$ cat src/rtl/alib_range_image_pkg.sv
// alib_range_image_pkg
// Shared definitions for the range-image writer: the controller state
// encoding, default image geometry and pixel width, and the range value
// that marks a point with no return.
package alib_range_image_pkg;

  // Default image geometry: laser channels x azimuth bins
  localparam int RI_ROWS    = 64;
  localparam int RI_COLS    = 2048;
  localparam int RI_RANGE_W = 16;

  // A range of zero means the laser saw nothing. A stored zero also means
  // the pixel has not been written yet this frame.
  localparam int RANGE_NONE = 0;

  // Controller states
  typedef enum logic [1:0] {
    IDLE  = 2'd0,
    CLEAR = 2'd1,
    RUN   = 2'd2,
    DRAIN = 2'd3
  } ri_state_t;

endpackage

$ cat src/rtl/alib_ri_rmw_pipe.sv
// alib_ri_rmw_pipe
// Two-stage read-modify-write pipeline that keeps the nearest return per
// pixel. S1 holds the accepted point and presents its address to the RAM
// read port. S2 holds the point while the registered RAM data arrives,
// compares against it, and issues the write.
// Ports:
//   clk, rst             clock, synchronous active-high reset
//   acc_valid            a point is accepted this cycle (already bounds-checked)
//   acc_addr, acc_range  linear pixel address and range of that point
//   ram_raddr            read address to the RAM (driven from S1)
//   ram_rdata            registered RAM read data for the S1 address
//   wr_en, wr_addr,      write request from S2 (combinational from S2,
//   wr_data              the forwarding register and ram_rdata)
module alib_ri_rmw_pipe
  import alib_range_image_pkg::*;
#(
  parameter int ADDR_W  = 17,
  parameter int RANGE_W = RI_RANGE_W
) (
  input  logic               clk,
  input  logic               rst,
  input  logic               acc_valid,
  input  logic [ADDR_W-1:0]  acc_addr,
  input  logic [RANGE_W-1:0] acc_range,
  output logic [ADDR_W-1:0]  ram_raddr,
  input  logic [RANGE_W-1:0] ram_rdata,
  output logic               wr_en,
  output logic [ADDR_W-1:0]  wr_addr,
  output logic [RANGE_W-1:0] wr_data
);

  logic               s1_valid;
  logic [ADDR_W-1:0]  s1_addr;
  logic [RANGE_W-1:0] s1_range;
  logic               s2_valid;
  logic [ADDR_W-1:0]  s2_addr;
  logic [RANGE_W-1:0] s2_range;
  logic               last_we;
  logic [ADDR_W-1:0]  last_waddr;
  logic [RANGE_W-1:0] last_wdata;
  logic [RANGE_W-1:0] stored;

  // Pipeline registers plus a one-deep record of the previous write. The
  // RAM reads old data when a read and write hit the same address on the
  // same edge, so that record supplies the value the RAM missed.
  always_ff @(posedge clk) begin
    if (rst) begin
      s1_valid   <= 1'b0;
      s1_addr    <= '0;
      s1_range   <= '0;
      s2_valid   <= 1'b0;
      s2_addr    <= '0;
      s2_range   <= '0;
      last_we    <= 1'b0;
      last_waddr <= '0;
      last_wdata <= '0;
    end else begin
      s1_valid   <= acc_valid;
      s1_addr    <= acc_addr;
      s1_range   <= acc_range;
      s2_valid   <= s1_valid;
      s2_addr    <= s1_addr;
      s2_range   <= s1_range;
      last_we    <= wr_en;
      last_waddr <= wr_addr;
      last_wdata <= wr_data;
    end
  end

  assign ram_raddr = s1_addr;

  // Keep the nearer return. An empty pixel (stored zero) always takes the
  // new point.
  always_comb begin
    stored = ram_rdata;
    if (last_we && (last_waddr == s2_addr))
      stored = last_wdata;
    wr_en   = s2_valid &&
              ((stored == RANGE_W'(RANGE_NONE)) || (s2_range < stored));
    wr_addr = s2_addr;
    wr_data = s2_range;
  end

endmodule

$ cat src/rtl/alib_range_image_writer.sv
// alib_range_image_writer
// Projects a stream of LiDAR points (row, column, range) into a
// simple-dual-port range-image RAM, keeping the nearest return per pixel.
// On frame_start the image is cleared one address per cycle. Points are
// then accepted at one per cycle until frame_end, and the pipeline is
// drained before done is pulsed.
// Ports:
//   clk, rst                   clock, synchronous active-high reset
//   frame_start, frame_end     frame control pulses
//   pt_valid/pt_ready          point handshake; pt_row/pt_col/pt_range payload
//   busy                       controller not idle
//   done                       one-cycle pulse when the frame is fully written
//   drop_cnt                   saturating count of points rejected this frame
//   ram_en                     RAM enable
//   ram_we/ram_waddr/ram_wdata RAM write port
//   ram_raddr/ram_rdata        RAM read port (data one cycle after address)
module alib_range_image_writer
  import alib_range_image_pkg::*;
#(
  parameter int ROWS    = RI_ROWS,
  parameter int COLS    = RI_COLS,
  parameter int RANGE_W = RI_RANGE_W,
  parameter int ADDR_W  = $clog2(ROWS * COLS),
  parameter int ROW_W   = $clog2(ROWS),
  parameter int COL_W   = $clog2(COLS)
) (
  input  logic               clk,
  input  logic               rst,
  input  logic               frame_start,
  input  logic               frame_end,
  input  logic               pt_valid,
  output logic               pt_ready,
  input  logic [ROW_W-1:0]   pt_row,
  input  logic [COL_W-1:0]   pt_col,
  input  logic [RANGE_W-1:0] pt_range,
  output logic               busy,
  output logic               done,
  output logic [15:0]        drop_cnt,
  output logic               ram_en,
  output logic [ADDR_W-1:0]  ram_waddr,
  output logic [RANGE_W-1:0] ram_wdata,
  output logic               ram_we,
  output logic [ADDR_W-1:0]  ram_raddr,
  input  logic [RANGE_W-1:0] ram_rdata
);

  localparam logic [ADDR_W-1:0] LAST_ADDR = ADDR_W'(ROWS * COLS - 1);
  // One extra bit so the limits themselves are representable, which lets a
  // port wider than the image report an out-of-bounds coordinate.
  localparam logic [ROW_W:0]    ROW_LIMIT = (ROW_W + 1)'(ROWS);
  localparam logic [COL_W:0]    COL_LIMIT = (COL_W + 1)'(COLS);

  ri_state_t          state;
  logic [ADDR_W-1:0]  clear_addr;
  logic               clear_we;
  logic               drain_cnt;

  logic               handshake;
  logic               reject;
  logic               drop;
  logic               acc_valid;
  logic [ADDR_W-1:0]  pt_addr;
  logic               pipe_we;
  logic [ADDR_W-1:0]  pipe_waddr;
  logic [RANGE_W-1:0] pipe_wdata;

  assign handshake = pt_valid & pt_ready;
  assign reject    = ({1'b0, pt_row} >= ROW_LIMIT) ||
                     ({1'b0, pt_col} >= COL_LIMIT) ||
                     (pt_range == RANGE_W'(RANGE_NONE));
  assign drop      = handshake & reject;
  assign acc_valid = handshake & ~reject;
  assign pt_addr   = ADDR_W'(pt_row) * ADDR_W'(COLS) + ADDR_W'(pt_col);
  assign busy      = (state != IDLE);

  // Frame controller. All handshake and status outputs are registered here;
  // the clear write stream is a registered address walk that hands over to
  // RUN right after the last address is written.
  always_ff @(posedge clk) begin
    if (rst) begin
      state      <= IDLE;
      clear_addr <= '0;
      clear_we   <= 1'b0;
      drain_cnt  <= 1'b0;
      pt_ready   <= 1'b0;
      done       <= 1'b0;
      drop_cnt   <= '0;
      ram_en     <= 1'b0;
    end else begin
      ram_en <= 1'b1;
      done   <= 1'b0;
      if (drop && (drop_cnt != 16'hFFFF))
        drop_cnt <= drop_cnt + 16'd1;
      case (state)
        IDLE: begin
          if (frame_start) begin
            state      <= CLEAR;
            clear_we   <= 1'b1;
            clear_addr <= '0;
            drop_cnt   <= '0;
          end
        end
        CLEAR: begin
          if (clear_addr == LAST_ADDR) begin
            state    <= RUN;
            clear_we <= 1'b0;
            pt_ready <= 1'b1;
          end else begin
            clear_addr <= clear_addr + 1'b1;
          end
        end
        RUN: begin
          if (frame_end) begin
            state     <= DRAIN;
            pt_ready  <= 1'b0;
            drain_cnt <= 1'b0;
          end
        end
        DRAIN: begin
          // Two cycles let the last accepted point pass S1 and S2.
          if (drain_cnt) begin
            state <= IDLE;
            done  <= 1'b1;
          end else begin
            drain_cnt <= 1'b1;
          end
        end
        default: state <= IDLE;
      endcase
    end
  end

  alib_ri_rmw_pipe #(
    .ADDR_W  (ADDR_W),
    .RANGE_W (RANGE_W)
  ) u_rmw_pipe (
    .clk       (clk),
    .rst       (rst),
    .acc_valid (acc_valid),
    .acc_addr  (pt_addr),
    .acc_range (pt_range),
    .ram_raddr (ram_raddr),
    .ram_rdata (ram_rdata),
    .wr_en     (pipe_we),
    .wr_addr   (pipe_waddr),
    .wr_data   (pipe_wdata)
  );

  // The clear stream and the pipeline never write in the same cycle: the
  // pipeline is empty throughout CLEAR.
  assign ram_we    = clear_we | pipe_we;
  assign ram_waddr = clear_we ? clear_addr : pipe_waddr;
  assign ram_wdata = clear_we ? RANGE_W'(RANGE_NONE) : pipe_wdata;

endmodule

$ cat config.mk
export PLATFORM = sky130hd
export DESIGN_NAME = alib_range_image_writer
export DESIGN_NICKNAME = d
export VERILOG_FILES = /design/src/rtl/alib_range_image_pkg.sv /design/src/rtl/alib_ri_rmw_pipe.sv /design/src/rtl/alib_range_image_writer.sv
export SDC_FILE = /design/constraint.sdc
export NUM_CORES = 1
export LEC_CHECK = 0
export ABC_AREA = 0
export CORE_MARGIN = 2
export CORE_UTILIZATION = 54
export DETAILED_ROUTE_END_ITERATION = 6
export PLACE_DENSITY = 0.91
export RECOVER_POWER = 100
export SLEW_MARGIN = 5
export SYNTH_ARGS = -nofsm -noshare
export SYNTH_HDL_FRONTEND = slang
export SYNTH_SLANG_ARGS = --single-unit
$ cat constraint.sdc
create_clock -name clk -period 5.47 [get_ports clk]
set_input_delay 0.547 -clock clk [delete_from_list [all_inputs] [get_ports clk]]
set_output_delay 0.547 -clock clk [all_outputs]
set_load 0.02 [all_outputs]
==> run metrics, run 1 <==
Clock Root Buffer=clkbuf_8; detailed-routing iteration count for the pre-antenna-repair pass=4; slack of the worst reg-to-reg path=2020 ps; share of post-route cells with drive strength above 1=6.48%; vias in the first global route=4606; clock tree from TritonCTS=yes; Min-Delay Path Depth=1; run status=finished, violations left; count of buffering cells on the critical path with inverters included=1; 1st-iter DRT viols=173; hpwl dp=9820 um; DR vias/cell=5.40; count of cells along the worst register-to-register path=12; CTS Buffer Depth=2; clock sink count=142; hold endpoint=u_rmw_pipe.wr_data[14]; maximum number of pins on one net before global-route repair=78; Slew HR=-110%; Yosys warning count=0; clock-pin slew reported for the worst setup and hold paths after clock tree synthesis=60 ps; cell area after synthesis=0.00569 sq mm; arrival time reported for the critical path endpoint=4380 ps; fraction of the cycle the final worst path needs=90.1%; final-report setup violation count=0; path type of the worst min-delay path=register to register; Fin. Hold Viols=0; Synth-to-Final Area Change=32.6%; leakage power of the design=3.13 nW; min Tclk post-route=4930 ps; number of nets at the end of the flow=773; power density over the cells=343 mW/mm^2; GRT Overall Usage=25.9%; Post-Synthesis Net Count=649; fill cell count=677; setup repair after global routing missed its margin=no; Slew @ Worst Pin=3140 ps; largest stage delay on the critical path=600 ps; final setup skew=10.9 ps; utilization after layout=73.4%; placed inst area=0.00702 sq mm; setup tns final=0 ps; post-route design area=0.00755 sq mm; number of distinct standard cells referenced by the synthesized netlist=40; number of antenna violations at the first check in global routing=0; category of the critical setup timing path=register to primary output; width of the chip=107 um; clock insertion delay at the later pin of the skew report=520 ps; grt total ovfl=0; routed wire length=14400 um; number of hold-repair buffers added at the cts stage=0; violations in the final reports=capacitance limit, slew limit; most common cell after layout, fill and taps aside=dfxtp_1; Gates resized, CTS repair=0; antenna cells=0; kind of launch point of the worst setup path=register; maximum resistive drop on vdd=0.301 mV; sequential element share of the synthesized area=49.9%; number of maximum-capacitance violations=3; DR vias=4570; critical path fanouts, max=17; area of the core=0.0103 sq mm; most frequent cells in the layout=dfxtp_1 (142), nor2b_1 (117), dlygate4sd3_1 (64); final worst hold slack=436 ps; number of placement rows=37; fin. max-slew vios=148; mean instance size in the synthesized netlist=9.93 sq um; Chip Height=107 um; number of remaining DRC errors=0; post-CTS setup-driven buffer insertion count=0; CP Data Required Time=4920 ps; area enclosed by the die boundary=0.0114 sq mm; Crit Reg-Reg Startpoint=u_rmw_pipe.wr_addr[2]; effective utilization at floorplan=55.4%; Gate Count Post-Synth=573; number of clock buffers inserted by TritonCTS=17; synthesized flop and latch total=142; post-detailed-route count of antenna-violating nets=0; total number of cells along the worst setup path=13; nature of the critical path endpoint=primary output; global-route wire length before repair=23000 um; number of I/O pins=125; IO buf count=124; Max stage delay cell, worst path=nand2_1; worst hold start=u_rmw_pipe.s1_range[14]; r2r endpoint=u_rmw_pipe.last_we; Top Family by Delay on Critical Path=simple AND/OR/NAND/NOR gates; fmax=0.203 GHz; sequence of cells on the critical path=xnor2_1 -> nand4_1 -> nor3_1 -> nand2_1 -> mux2i_1 -> ha_1 -> nand2_1 -> nor3_1 -> o21ai_0 -> a311o_1 -> a21oi_1 -> o211ai_1 -> clkdlybuf4s50_1; average detailed-routed wire length per instance=17.0 um; H-tree level count=4; CP startpoint=u_rmw_pipe.wr_addr[2]; Final Wtd Congestion=0.876
## worst max-delay path by stage
stage	end
CTS	ram_we
global placement	ram_we
floorplan	ram_we
global route	ram_we
finish	ram_we
detailed placement	ram_we
## power by group
part / internal (mW) / total (mW) / switching [mW]
registers: 1.08 / 1.11 / 0.0317
logic: 0.187 / 0.427 / 0.240
clock network: 0.571 / 1.05 / 0.479
## cells by family after synthesis
logic type | share of synthesized area (%)
multiplexers | 6.53
AO/OA/AOI/OAI | 4.95
flip-flops | 49.9
adder cells (fa/ha/maj) | 4.84
buffers and inverters | 2.26
XOR/XNOR | 5.54
AND/OR/NAND/NOR | 25.9
## routing by layer
metal	track usage (%)	up-vias	wire, um
li1	-	2198	-
met2	45.5	157	7530
met3	7.54	32	844
met5	0	-	0
met1	30.0	2183	5670
met4	9.09	0	333
## stage by stage
stage                     power [mW]  std cells  worst slack [ps]
after floorplan                 1.40        573              2170
after global placement          1.55        814              1290
after detailed placement        1.56        814              1130
after CTS                       2.61        846               564
after global routing            2.68        846               190
final                           2.59        846               540
## registers in the layout (all words and copies together) (netlist names), 2 cells and up
signal	count
u_rmw_pipe.s1_range	16
state	2
u_rmw_pipe.last_wdata	16
u_rmw_pipe.last_waddr	17
drop_cnt	16
u_rmw_pipe.ram_raddr	17
u_rmw_pipe.wr_data	16
clear_addr	17
u_rmw_pipe.wr_addr	17
## area by class of cell
cell class,count,area (sq um),share of cell area (%)
well taps,136,170,2.26
clock buffers,17,414,5.49
clock inverters,15,129,1.71
multi-input cells,401,2710,35.9
repair buffers,127,1250,16.6
inverters,8,30.0,0.398
flip-flops and latches,142,2840,37.7
## Yosys cell counts (all sizes together)
cell      n  area share, %
dfxtp   142             50
nor2b   118             13
nor2     39            2.6
nand2    24            1.6
ha       22            4.8
a21oi    19            1.7
clkbuf   18            1.2
mux2i    18            3.2
xnor2    18            2.8
xor2     18            2.8
mux2     17            3.4
nand4    17            1.9
nor4     16            1.8
o21ai    15            1.3
nor3     11            1.1
or3       9            1.1
inv       8           0.53
nand3     8           0.70
nand2b    5           0.55
buf       4           0.55
a31oi     3           0.33
and3      3           0.33
and4      3           0.46
o211ai    3           0.40
a211oi    2           0.26
a22oi     2           0.26
nor4b     2           0.31
o21a      2           0.26
a211o     1           0.15
a311o     1           0.18
nor3b     1           0.13
o22ai     1           0.11
or2       1           0.11
or3b      1           0.15
or4b      1           0.18
(Power assumes the default switching activity.)
==> run 2: changes to the inputs <==
--- a/config.mk
+++ b/config.mk
@@ -8,9 +8,11 @@
 export ABC_AREA = 0
 export CORE_MARGIN = 2
 export CORE_UTILIZATION = 54
+export CTS_CLUSTER_SIZE = 16
 export DETAILED_ROUTE_END_ITERATION = 6
 export PLACE_DENSITY = 0.91
 export RECOVER_POWER = 100
+export SKIP_LAST_GASP = 1
 export SLEW_MARGIN = 5
 export SYNTH_ARGS = -nofsm -noshare
 export SYNTH_HDL_FRONTEND = slang
==> results of run 2 <==
The final DEF is identical to that of run 1; final timing and power are the same.
